--- config.mk ---
export PLATFORM = sky130hd
export DESIGN_NAME = neural_layer_engine
export DESIGN_NICKNAME = d
export VERILOG_FILES = /design/src/rtl/neural_pkg.sv /design/src/rtl/nl_mac.sv /design/src/rtl/neural_layer_engine.sv
export SDC_FILE = /design/constraint.sdc
export NUM_CORES = 1
export LEC_CHECK = 0
export CAP_MARGIN = 40
export CELL_PAD_IN_SITES_DETAIL_PLACEMENT = 0
export CELL_PAD_IN_SITES_GLOBAL_PLACEMENT = 1
export CORE_MARGIN = 3
export CORE_UTILIZATION = 54
export CTS_BUF_LIST = sky130_fd_sc_hd__clkbuf_16
export CTS_CLUSTER_SIZE = 30
export DETAILED_ROUTE_END_ITERATION = 8
export MAX_ROUTING_LAYER = met4
export PLACE_DENSITY = 0.84
export SLEW_MARGIN = 10
export SYNTH_ARGS = -nofsm -noshare
export SYNTH_HDL_FRONTEND = slang
export SYNTH_SLANG_ARGS = --single-unit
export TNS_END_PERCENT = 1
--- constraint.sdc ---
create_clock -name clk -period 13.2 [get_ports clk]
set_clock_uncertainty 0.05 [all_clocks]
set_input_delay 2.64 -clock clk [delete_from_list [all_inputs] [get_ports clk]]
set_output_delay 2.64 -clock clk [all_outputs]
set_load 0.01 [all_outputs]
--- src/rtl/neural_pkg.sv ---
// rtl/neural_pkg.sv - shared state enum, default parameters and saturation helper for the layer engine
package neural_pkg;

    typedef enum logic [1:0] {
        S_IDLE,
        S_LOAD,
        S_COMPUTE,
        S_OUTPUT
    } nl_state_e;

    localparam int NL_DATA_W    = 8;
    localparam int NL_ACC_W     = 20;
    localparam int NL_N         = 4;
    localparam int NL_L         = 2;
    localparam int NL_FRAC_BITS = 4;

    // Clamp a wide signed value into the range of a w-bit signed number.
    function automatic logic signed [63:0] saturate(input logic signed [63:0] v, input int w);
        logic signed [63:0] hi;
        logic signed [63:0] lo;
        hi = (64'sd1 <<< (w - 1)) - 64'sd1;
        lo = -(64'sd1 <<< (w - 1));
        if (v > hi)
            return hi;
        else if (v < lo)
            return lo;
        else
            return v;
    endfunction

endpackage

--- src/rtl/nl_mac.sv ---
// rtl/nl_mac.sv - multiply-accumulate, arithmetic shift and saturation datapath
// NEURAL_RELU_EN: when defined, negative writeback results are clamped to zero.
module nl_mac
    import neural_pkg::*;
#(
    parameter int DATA_W    = NL_DATA_W,
    parameter int ACC_W     = NL_ACC_W,
    parameter int FRAC_BITS = NL_FRAC_BITS
) (
    input  logic                     clk,
    input  logic                     reset,
    input  logic                     clear_i,
    input  logic                     en_i,
    input  logic signed [DATA_W-1:0] act_i,
    input  logic signed [DATA_W-1:0] weight_i,
    output logic signed [DATA_W-1:0] result_o
);

    logic signed [ACC_W-1:0]    acc_q;
    logic signed [ACC_W-1:0]    acc_d;
    logic signed [2*DATA_W-1:0] prod;
    logic signed [ACC_W-1:0]    shifted;
    logic signed [63:0]         sat;

    assign prod = act_i * weight_i;

    always_comb begin
        acc_d = acc_q;
        if (clear_i)
            acc_d = '0;
        else if (en_i)
            acc_d = acc_q + ACC_W'(prod);
    end

    always_ff @(posedge clk or posedge reset) begin
        if (reset)
            acc_q <= '0;
        else
            acc_q <= acc_d;
    end

    assign shifted = acc_q >>> FRAC_BITS;
    assign sat     = saturate(64'(shifted), DATA_W);

`ifdef NEURAL_RELU_EN
    assign result_o = (sat < 0) ? '0 : DATA_W'(sat);
`else
    assign result_o = DATA_W'(sat);
`endif

endmodule

--- src/rtl/neural_layer_engine.sv ---
// rtl/neural_layer_engine.sv - multi-layer dense neuron engine: FSM, weight addressing, ping-pong activations
// NEURAL_RELU_EN (see nl_mac) selects ReLU clamping of every neuron result.
module neural_layer_engine
    import neural_pkg::*;
#(
    parameter int DATA_W    = NL_DATA_W,
    parameter int ACC_W     = NL_ACC_W,
    parameter int N         = NL_N,
    parameter int L         = NL_L,
    parameter int FRAC_BITS = NL_FRAC_BITS
) (
    input  logic                        clk,
    input  logic                        reset,
    input  logic                        start,
    input  logic                        load_valid,
    output logic                        load_ready,
    input  logic signed [DATA_W-1:0]    load_data,
    output logic [$clog2(L*N*N)-1:0]    weight_addr,
    input  logic signed [DATA_W-1:0]    weight_data,
    output logic                        out_valid,
    input  logic                        out_ready,
    output logic signed [DATA_W-1:0]    out_data,
    output logic                        busy,
    output logic                        done
);

    localparam int AW = $clog2(L*N*N);
    localparam int IW = (N > 1) ? $clog2(N) : 1;
    localparam int LW = (L > 1) ? $clog2(L) : 1;
    localparam int PW = $clog2(N + 2);

    nl_state_e         state_q;
    logic [IW-1:0]     idx_q;
    logic [IW-1:0]     neuron_q;
    logic [LW-1:0]     layer_q;
    logic [PW-1:0]     phase_q;
    logic              sel_q;
    logic              done_q;

    logic signed [DATA_W-1:0] act_buf_q [2][N];
    logic signed [DATA_W-1:0] opnd_q;
    logic signed [DATA_W-1:0] mac_result;

    logic in_compute, issue, mac_clear, mac_en, wb;

    assign in_compute = (state_q == S_COMPUTE);
    assign issue      = in_compute && (phase_q < PW'(N));
    assign mac_clear  = in_compute && (phase_q == '0);
    assign mac_en     = in_compute && (phase_q != '0) && (phase_q <= PW'(N));
    assign wb         = in_compute && (phase_q == PW'(N + 1));

    assign busy        = (state_q != S_IDLE);
    assign load_ready  = (state_q == S_LOAD);
    assign out_valid   = (state_q == S_OUTPUT);
    assign done        = done_q;
    assign out_data    = out_valid ? act_buf_q[sel_q][idx_q] : '0;
    assign weight_addr = issue ? (AW'(layer_q) * AW'(N*N) + AW'(neuron_q) * AW'(N) + AW'(phase_q)) : '0;

    always_ff @(posedge clk or posedge reset) begin
        if (reset) begin
            state_q  <= S_IDLE;
            idx_q    <= '0;
            neuron_q <= '0;
            layer_q  <= '0;
            phase_q  <= '0;
            sel_q    <= 1'b0;
            done_q   <= 1'b0;
        end else begin
            done_q <= 1'b0;
            case (state_q)
                S_IDLE: begin
                    if (start) begin
                        state_q <= S_LOAD;
                        idx_q   <= '0;
                    end
                end
                S_LOAD: begin
                    if (load_valid) begin
                        idx_q <= idx_q + IW'(1);
                        if (idx_q == IW'(N - 1)) begin
                            state_q  <= S_COMPUTE;
                            idx_q    <= '0;
                            neuron_q <= '0;
                            layer_q  <= '0;
                            phase_q  <= '0;
                            sel_q    <= 1'b0;
                        end
                    end
                end
                S_COMPUTE: begin
                    if (phase_q == PW'(N + 1)) begin
                        phase_q <= '0;
                        if (neuron_q == IW'(N - 1)) begin
                            // Flip after every layer, including the last, so sel_q names the result buffer.
                            neuron_q <= '0;
                            sel_q    <= ~sel_q;
                            if (layer_q == LW'(L - 1)) begin
                                state_q <= S_OUTPUT;
                                idx_q   <= '0;
                            end else begin
                                layer_q <= layer_q + LW'(1);
                            end
                        end else begin
                            neuron_q <= neuron_q + IW'(1);
                        end
                    end else begin
                        phase_q <= phase_q + PW'(1);
                    end
                end
                S_OUTPUT: begin
                    if (out_ready) begin
                        idx_q <= idx_q + IW'(1);
                        if (idx_q == IW'(N - 1)) begin
                            state_q <= S_IDLE;
                            idx_q   <= '0;
                            done_q  <= 1'b1;
                        end
                    end
                end
                default: state_q <= S_IDLE;
            endcase
        end
    end

    // Operand is registered at issue so it lines up with the 1-cycle weight ROM read.
    always_ff @(posedge clk) begin
        if (load_ready && load_valid)
            act_buf_q[0][idx_q] <= load_data;
        if (wb)
            act_buf_q[~sel_q][neuron_q] <= mac_result;
        if (issue)
            opnd_q <= act_buf_q[sel_q][IW'(phase_q)];
    end

    nl_mac #(
        .DATA_W    (DATA_W),
        .ACC_W     (ACC_W),
        .FRAC_BITS (FRAC_BITS)
    ) u_mac (
        .clk      (clk),
        .reset    (reset),
        .clear_i  (mac_clear),
        .en_i     (mac_en),
        .act_i    (opnd_q),
        .weight_i (weight_data),
        .result_o (mac_result)
    );

endmodule

==> results of run 1 <==
cell families after synthesis:
kind of cell	share of synthesized area, %
simple gates	9.92
fa+ha+maj	29.7
flops	34.8
xor+xnor	1.60
mux	6.79
buf+inv	6.28
compound gates	10.9
sequential cells by signal (all words and copies together), names as in the netlist:
register / count
act_buf_q: 64
phase_q: 3
neuron_q: 2
u_mac.acc_q: 20
done: 1
state_q: 2
idx_q: 2
layer_q: 1
sel_q: 1
opnd_q: 8
metrics by stage:
step	util [%]	cells	setup slack, ns
after CTS	61.8	1003	5.15
final	61.8	1003	5.16
after global routing	61.8	1003	4.79
after detailed placement	59.8	987	4.79
after global placement	59.2	981	4.91
after floorplan	-	752	5.91
layer usage:
layer,up-vias,share of wire (%),global-route usage [%],wire (µm)
met5,-,0,-,0
met4,0,1.5,6.13,265
met3,22,4.2,3.41,726
met2,129,50,35.5,8540
met1,2811,45,29.1,7700
li1,2652,-,-,-
final timing paths:
path	to	start	slack [ns]	depth (start not counted)
worst max-delay path	u_mac.acc_q[17]	weight_data[0]	5.16	15
worst min-delay path	u_mac.acc_q[0]	u_mac.acc_q[0]	0.46	1
worst max register to register	u_mac.acc_q[17]	opnd_q[7]	7.49	14
worst min register to register	u_mac.acc_q[0]	u_mac.acc_q[0]	0.46	1
max in group asynchronous	sel_q	reset	10.13	3
min in group asynchronous	idx_q[0]	reset	2.63	3
placed cells by master, fill, tap and decap left out, drive strengths merged, types with 2 or more instances in the layout:
cell type / synthesis / layout
o21bai: 3 / 3
mux2: 11 / 11
buf: 7 / 7
inv: 116 / 120
a21o: 6 / 6
and3: 4 / 4
clkinv: 3 / 5
a211o: 2 / 2
clkbuf: 13 / 9
nand4: 2 / 2
mux2i: 9 / 9
a211oi: 9 / 9
or3: 5 / 5
o2111ai: 3 / 3
o21a: 5 / 5
a221o: 3 / 3
a32o: 3 / 3
nand3: 4 / 4
nand3b: 3 / 3
dfrtp: 32 / 32
o211ai: 11 / 11
xor2: 8 / 8
xnor2: 5 / 5
a21oi: 30 / 30
a22o: 14 / 14
o21ai: 38 / 38
fa: 88 / 88
nand2: 50 / 50
and2: 42 / 42
edfxtp: 72 / 72
nor2b: 5 / 5
clkdlybuf4s50: 0 / 37
nor4: 5 / 5
nand2b: 3 / 3
ha: 61 / 61
mux4: 16 / 16
nor3: 2 / 2
nor2: 44 / 44
critical path, delay by kind of cell:
family | cells | cell delay [ns]
AO/OA/AOI/OAI | 5 | 1.29
adder cells (fa/ha/maj) | 6 | 2.88
buffers and inverters | 3 | 0.81
AND/OR/NAND/NOR | 1 | 0.60
cell type report:
class	instances	share of cell area (%)
Clock buffer	9	2.38
Clock inverter	7	0.952
Inverter	119	4.72
Multi-Input combinational cell	509	52.9
Sequential cell	104	31.3
Tap cell	211	2.79
Timing Repair Buffer	44	4.90
==> summary.txt, run 1 <==
=========================================================================================
Routed wire length per instance                                                   17.2 µm
Clock latency on the worst-skew pair                                              0.35 ns
Final critical-path share of the clock period                                       60.9%
Unrepaired setup endpoints after global routing                                        no
Area of placed instances                                                         9150 µm²
Final number of max-transition violations                                               0
GRT Resource Usage Total                                                            21.9%
Hold buffer count at cts                                                                0
Critical Path Start Type                                                       input port
Cell repeated most along the worst path                                      sky130_fd_sc_hd__fa_1
Number of distinct library cells after synthesis                                       57
Number of global-route vias before repair                                            5973
Die ar.                                                                         17300 µm²
Max incr delay on CP                                                              0.61 ns
Post-synth net total                                                                  922
Most used flip-flop cell after synthesis                                     sky130_fd_sc_hd__edfxtp_1
Iteration count of the initial detailed-routing pass                                    5
Data arrival at the endpoint of the critical path                                 8.23 ns
Quantity of I/O buffers inserted on ports                                              37
Proportion of register bits with asynchronous set or reset after synthesis          30.8%
Synth area leaders                                                           sky130_fd_sc_hd__edfxtp_1, sky130_fd_sc_hd__fa_1, sky130_fd_sc_hd__dfrtp_1
Starting utilization of the core area                                               55.6%
Reg clk slew, reported paths                                                      0.08 ns
Overall die height                                                                 132 µm
Min Tclk post-route                                                               8.04 ns
Diodes inserted                                                                         0
Deepest level of the CTS H-tree                                                         3
Std-Cell Rows                                                                          45
Number of max-capacitance violations reported                                           0
Yosys top cell area share                                                           25.4%
Count of mapped cells out of synthesis                                                752
TritonCTS sink count                                                                  104
Worst Max-Slew Pin Slew                                                          0.850 ns
Residual DRC count                                                                      0
CORE AREA                                                                       15300 µm²
Cell at the root of the clock tree                                           sky130_fd_sc_hd__clkbuf_16
Yosys reg bits                                                                        104
Final ANT Viol Nets                                                                     0
Post-DP HPWL                                                                      13.7 mm
Slew headroom                                                                       42.7%
Clock buffers created by TritonCTS                                                      9
DRT Wirelength                                                                    17.2 mm
Crit-path slowest cell                                                       sky130_fd_sc_hd__clkdlybuf4s50_1
Largest net degree at the start of global routing                                      33
Storage cell area                                                                2960 µm²
Top-level port count                                                                   38
Category of the most critical setup path                                     input port to flip-flop
Count of vias placed by the detailed router                                          5614
Post-route cell area                                                             9470 µm²
Initial antenna violation count                                                         0
Global-route wire length before repair                                            30.0 mm
Post-synth design cell area                                                      8510 µm²
Width of the die                                                                   132 µm
Share of final-layout standard cells stronger than drive strength 1                 6.69%
Most instantiated cells after synthesis                                      sky130_fd_sc_hd__inv_1, sky130_fd_sc_hd__fa_1, sky130_fd_sc_hd__edfxtp_1, sky130_fd_sc_hd__ha_1, sky130_fd_sc_hd__nand2_1
Register area share after synthesis                                                 34.8%
Area growth from synthesis to layout                                                11.2%
Crit path capture type                                                          flip-flop
Critical path peak fanout                                                              13
Total global routing overflow                                                           0
Total number of yosys warnings                                                          0
Average size of a mapped cell                                                    11.3 µm²
Clock tree from TritonCTS                                                             yes
TNS Setup                                                                            0 ns
EDFF count, synth                                                                      72
Critical path data required time                                                 13.38 ns
Number of DRC markers in iteration 0                                                  391
Number of vias per cell after detailed routing                                       5.60
Post-synth top area cell                                                     sky130_fd_sc_hd__edfxtp_1
Postcts setup bufs                                                                      0
Outcome                                                                      finished clean
Type of the worst min-delay path                                             flip-flop to flip-flop
Post-Route Hold Slack                                                            0.464 ns
Clk buf depth                                                                           2
Critical Path, Cell by Cell                                                  clkdlybuf4s50_1, and2_1, inv_1, fa_1, inv_1, fa_1, fa_1, fa_1, fa_1, ha_1, o21ai_0, o21ai_0, a21oi_1, o2111a_1, a221o_1
Fillers                                                                              1233
Fmax                                                                              124 MHz
Routability congestion estimate                                                     0.921
PostCTS Resize Cnt                                                                      0
Number of setup violations in the final report                                          0
Most frequent cell after synthesis                                           sky130_fd_sc_hd__inv_1
Layout net count                                                                      957
Number of hold violations in the final report                                           0
Area of combinational cells with multiple inputs                                 5010 µm²
=========================================================================================
Power of run 1 is not shown: default switching activity piles up to over one toggle a cycle in this logic, so the estimate is an artifact.
==> run 2: changes to the inputs <==
--- a/config.mk
+++ b/config.mk
@@ -9,12 +9,12 @@
 export CELL_PAD_IN_SITES_DETAIL_PLACEMENT = 0
 export CELL_PAD_IN_SITES_GLOBAL_PLACEMENT = 1
 export CORE_MARGIN = 3
-export CORE_UTILIZATION = 54
+export CORE_UTILIZATION = 50
 export CTS_BUF_LIST = sky130_fd_sc_hd__clkbuf_16
 export CTS_CLUSTER_SIZE = 30
 export DETAILED_ROUTE_END_ITERATION = 8
 export MAX_ROUTING_LAYER = met4
-export PLACE_DENSITY = 0.84
+export PLACE_DENSITY = 0.78
 export SLEW_MARGIN = 10
 export SYNTH_ARGS = -nofsm -noshare
 export SYNTH_HDL_FRONTEND = slang
==> constraint.sdc (replaced) <==
create_clock -name clk -period 8 [get_ports clk]
set_clock_uncertainty 0.05 [all_clocks]
set_input_delay 1.6 -clock clk [delete_from_list [all_inputs] [get_ports clk]]
set_output_delay 1.6 -clock clk [all_outputs]
set_load 0.01 [all_outputs]
==> run 2 against run 1 <==
Net effect: final cell count up 1.0%; via count about the same; core utilization down 4.9 points; global-route usage down 0.22 points; flip-flop and latch count unchanged; sequential share of layout area about the same; first-iteration DRC count down 24%; non-clock buffer count up 1.
==> summary.txt, run 2 (synthesis gave the netlist of run 1 again) <==
==================================================================================
Outcome                                                               finished clean   unchanged
Total global routing overflow                                                    0   unchanged
Number of setup violations in the final report                                   0   unchanged
Final core utilization                                                       56.9%   was 61.8%
Deepest level of the CTS H-tree                                                  3   unchanged
Number of DRC markers in iteration 0                                           296   was 391
Final number of max-transition violations                                        0   unchanged
Slew headroom                                                                41.4%   was 42.7%
GRT Resource Usage Total                                                     21.7%   was 21.9%
Top register by number of flip-flops                                     act_buf_q   unchanged
Layout net count                                                               958   was 957
Fmax                                                                       148 MHz
Crit path capture type                                                   flip-flop   unchanged
Std-Cell Rows                                                                   47   was 45
Non-filler instance count after layout                                        1013   was 1003
Routed wire length per instance                                            17.8 µm   was 17.2 µm
Quantity of I/O buffers inserted on ports                                       37   unchanged
Clock buffers created by TritonCTS                                               9   unchanged
Area growth from synthesis to layout                                         11.4%   was 11.2%
Total placed cells including tap cells                                         996   was 987
Hold buffer count at cts                                                         0   unchanged
Category of the most critical setup path                              input port to flip-flop   unchanged
Number of max-capacitance violations reported                                    0   unchanged
Top-level port count                                                            38   unchanged
Type of the worst min-delay path                                      flip-flop to flip-flop   unchanged
Largest net degree at the start of global routing                               33   unchanged
R2r endpoint                                                          u_mac.acc_q[17]   unchanged
Postcts setup bufs                                                               0   unchanged
Unrepaired setup endpoints after global routing                                 no   unchanged
Critical path data required time                                           8.18 ns   was 13.38 ns
Starting utilization of the core area                                        51.1%   was 55.6%
Routability congestion estimate                                              0.839   was 0.921
Initial antenna violation count                                                  0   unchanged
Overall die height                                                          136 µm   was 132 µm
Number of hold violations in the final report                                    0   unchanged
Clk buf depth                                                                    2   unchanged
TritonCTS sink count                                                           104   unchanged
Data arrival at the endpoint of the critical path                          6.96 ns   was 8.23 ns
Most common cell after layout, fill and taps aside                    sky130_fd_sc_hd__inv_1   unchanged
Cell depth of the worst min-delay path                                           1   unchanged
Post-DP HPWL                                                               14.2 mm   was 13.7 mm
Number of vias per cell after detailed routing                                5.54   was 5.60
Hold endpoint                                                         u_mac.acc_q[2]   was u_mac.acc_q[0]
Final critical-path share of the clock period                                84.7%
Largest registers in the final layout                                 act_buf_q: 64 flops, u_mac.acc_q: 20 flops, opnd_q: 8 flops   unchanged
Critical path peak fanout                                                       12   was 13
Diodes inserted                                                                  0   unchanged
Leading cell types in the layout, fill and taps excluded              sky130_fd_sc_hd__inv_1, sky130_fd_sc_hd__fa_1, sky130_fd_sc_hd__edfxtp_1   unchanged
PostCTS Resize Cnt                                                               0   unchanged
Clock latency on the worst-skew pair                                       0.35 ns   about the same
Die ar.                                                                  18600 µm²   was 17300 µm²
Startpoint of the most critical hold path                             u_mac.acc_q[2]   was u_mac.acc_q[0]
Cell depth of the worst flop-to-flop path                                       12   was 14
CORE AREA                                                                16600 µm²   was 15300 µm²
Worst Max-Slew Pin Slew                                                   0.870 ns   was 0.850 ns
Global-route wire length before repair                                     31.0 mm   was 30.0 mm
Residual DRC count                                                               0   unchanged
Internal reg-to-reg setup slack                                            2.56 ns   was 7.49 ns
Width of the die                                                            136 µm   was 132 µm
Final ANT Viol Nets                                                              0   unchanged
Number of flip-flops in the largest register                                    64   unchanged
Reg-to-reg startpoint                                                    opnd_q[7]   unchanged
Clock tree from TritonCTS                                                      yes   unchanged
Cell at the root of the clock tree                                    sky130_fd_sc_hd__clkbuf_16   unchanged
Count of vias placed by the detailed router                                   5613   was 5614
DRT Wirelength                                                             18.1 mm   was 17.2 mm
Reg clk slew, reported paths                                               0.08 ns   about the same
Min Tclk post-route                                                        6.77 ns
TNS Setup                                                                     0 ns   unchanged
Number of global-route vias before repair                                     6012   was 5973
Post-Route Hold Slack                                                     0.454 ns   was 0.464 ns
Share of final-layout standard cells stronger than drive strength 1          6.94%   was 6.69%
Iteration count of the initial detailed-routing pass                             5   unchanged
Critical Path Start Type                                                input port   unchanged
==================================================================================
## run 2: worst max-delay path by stage
stage / startpoint / end / slack, ns / cells past startpoint
global placement: weight_data[1] / u_mac.acc_q[17] / 0.92 / 13
floorplan: weight_data[1] / u_mac.acc_q[14] / 1.75 / 13
finish: weight_data[1] / u_mac.acc_q[17] / 1.23 / 13
CTS: weight_data[1] / u_mac.acc_q[17] / 1.21 / 13
global route: weight_data[1] / u_mac.acc_q[17] / 0.94 / 13
detailed placement: weight_data[1] / u_mac.acc_q[17] / 0.83 / 13
## run 2: area by class of cell
class / count / area [µm²]
multi-input combinational: 509 / 5010
inverter: 119 / 447
timing repair buffer: 45 / 464
clock inverter: 7 / 88.8
fill: 1436 / 7170
clock buffer: 9 / 225
sequential: 104 / 2960
tap: 220 / 275
## run 2: worst max-delay path, stage by stage
cell	delay, ns
sky130_fd_sc_hd__clkdlybuf4s50_1	0.66
sky130_fd_sc_hd__and2_1	0.70
sky130_fd_sc_hd__fa_1	0.56
sky130_fd_sc_hd__fa_1	0.55
sky130_fd_sc_hd__fa_1	0.47
sky130_fd_sc_hd__fa_1	0.50
sky130_fd_sc_hd__ha_1	0.31
sky130_fd_sc_hd__ha_1	0.25
sky130_fd_sc_hd__nor4_1	0.25
sky130_fd_sc_hd__o21ai_0	0.29
sky130_fd_sc_hd__a21oi_1	0.36
sky130_fd_sc_hd__o21ai_0	0.14
sky130_fd_sc_hd__a221o_1	0.30
## run 2: layer usage
metal / global-route usage (%) / wire [µm]
met1: 29.5 / 8200
met2: 35.2 / 9060
met3: 2.85 / 629
met4: 4.87 / 187
met5: - / 0
## run 2: through the flow
step	area (µm²)	worst slack, ns
6_report	9480	1.23
2_1_floorplan	8510	1.75
4_1_cts	9470	1.21
3_5_place_dp	9160	0.833
5_1_grt	9480	0.937
3_3_place_gp	9090	0.915
Power of run 2 is left out for the same reason.
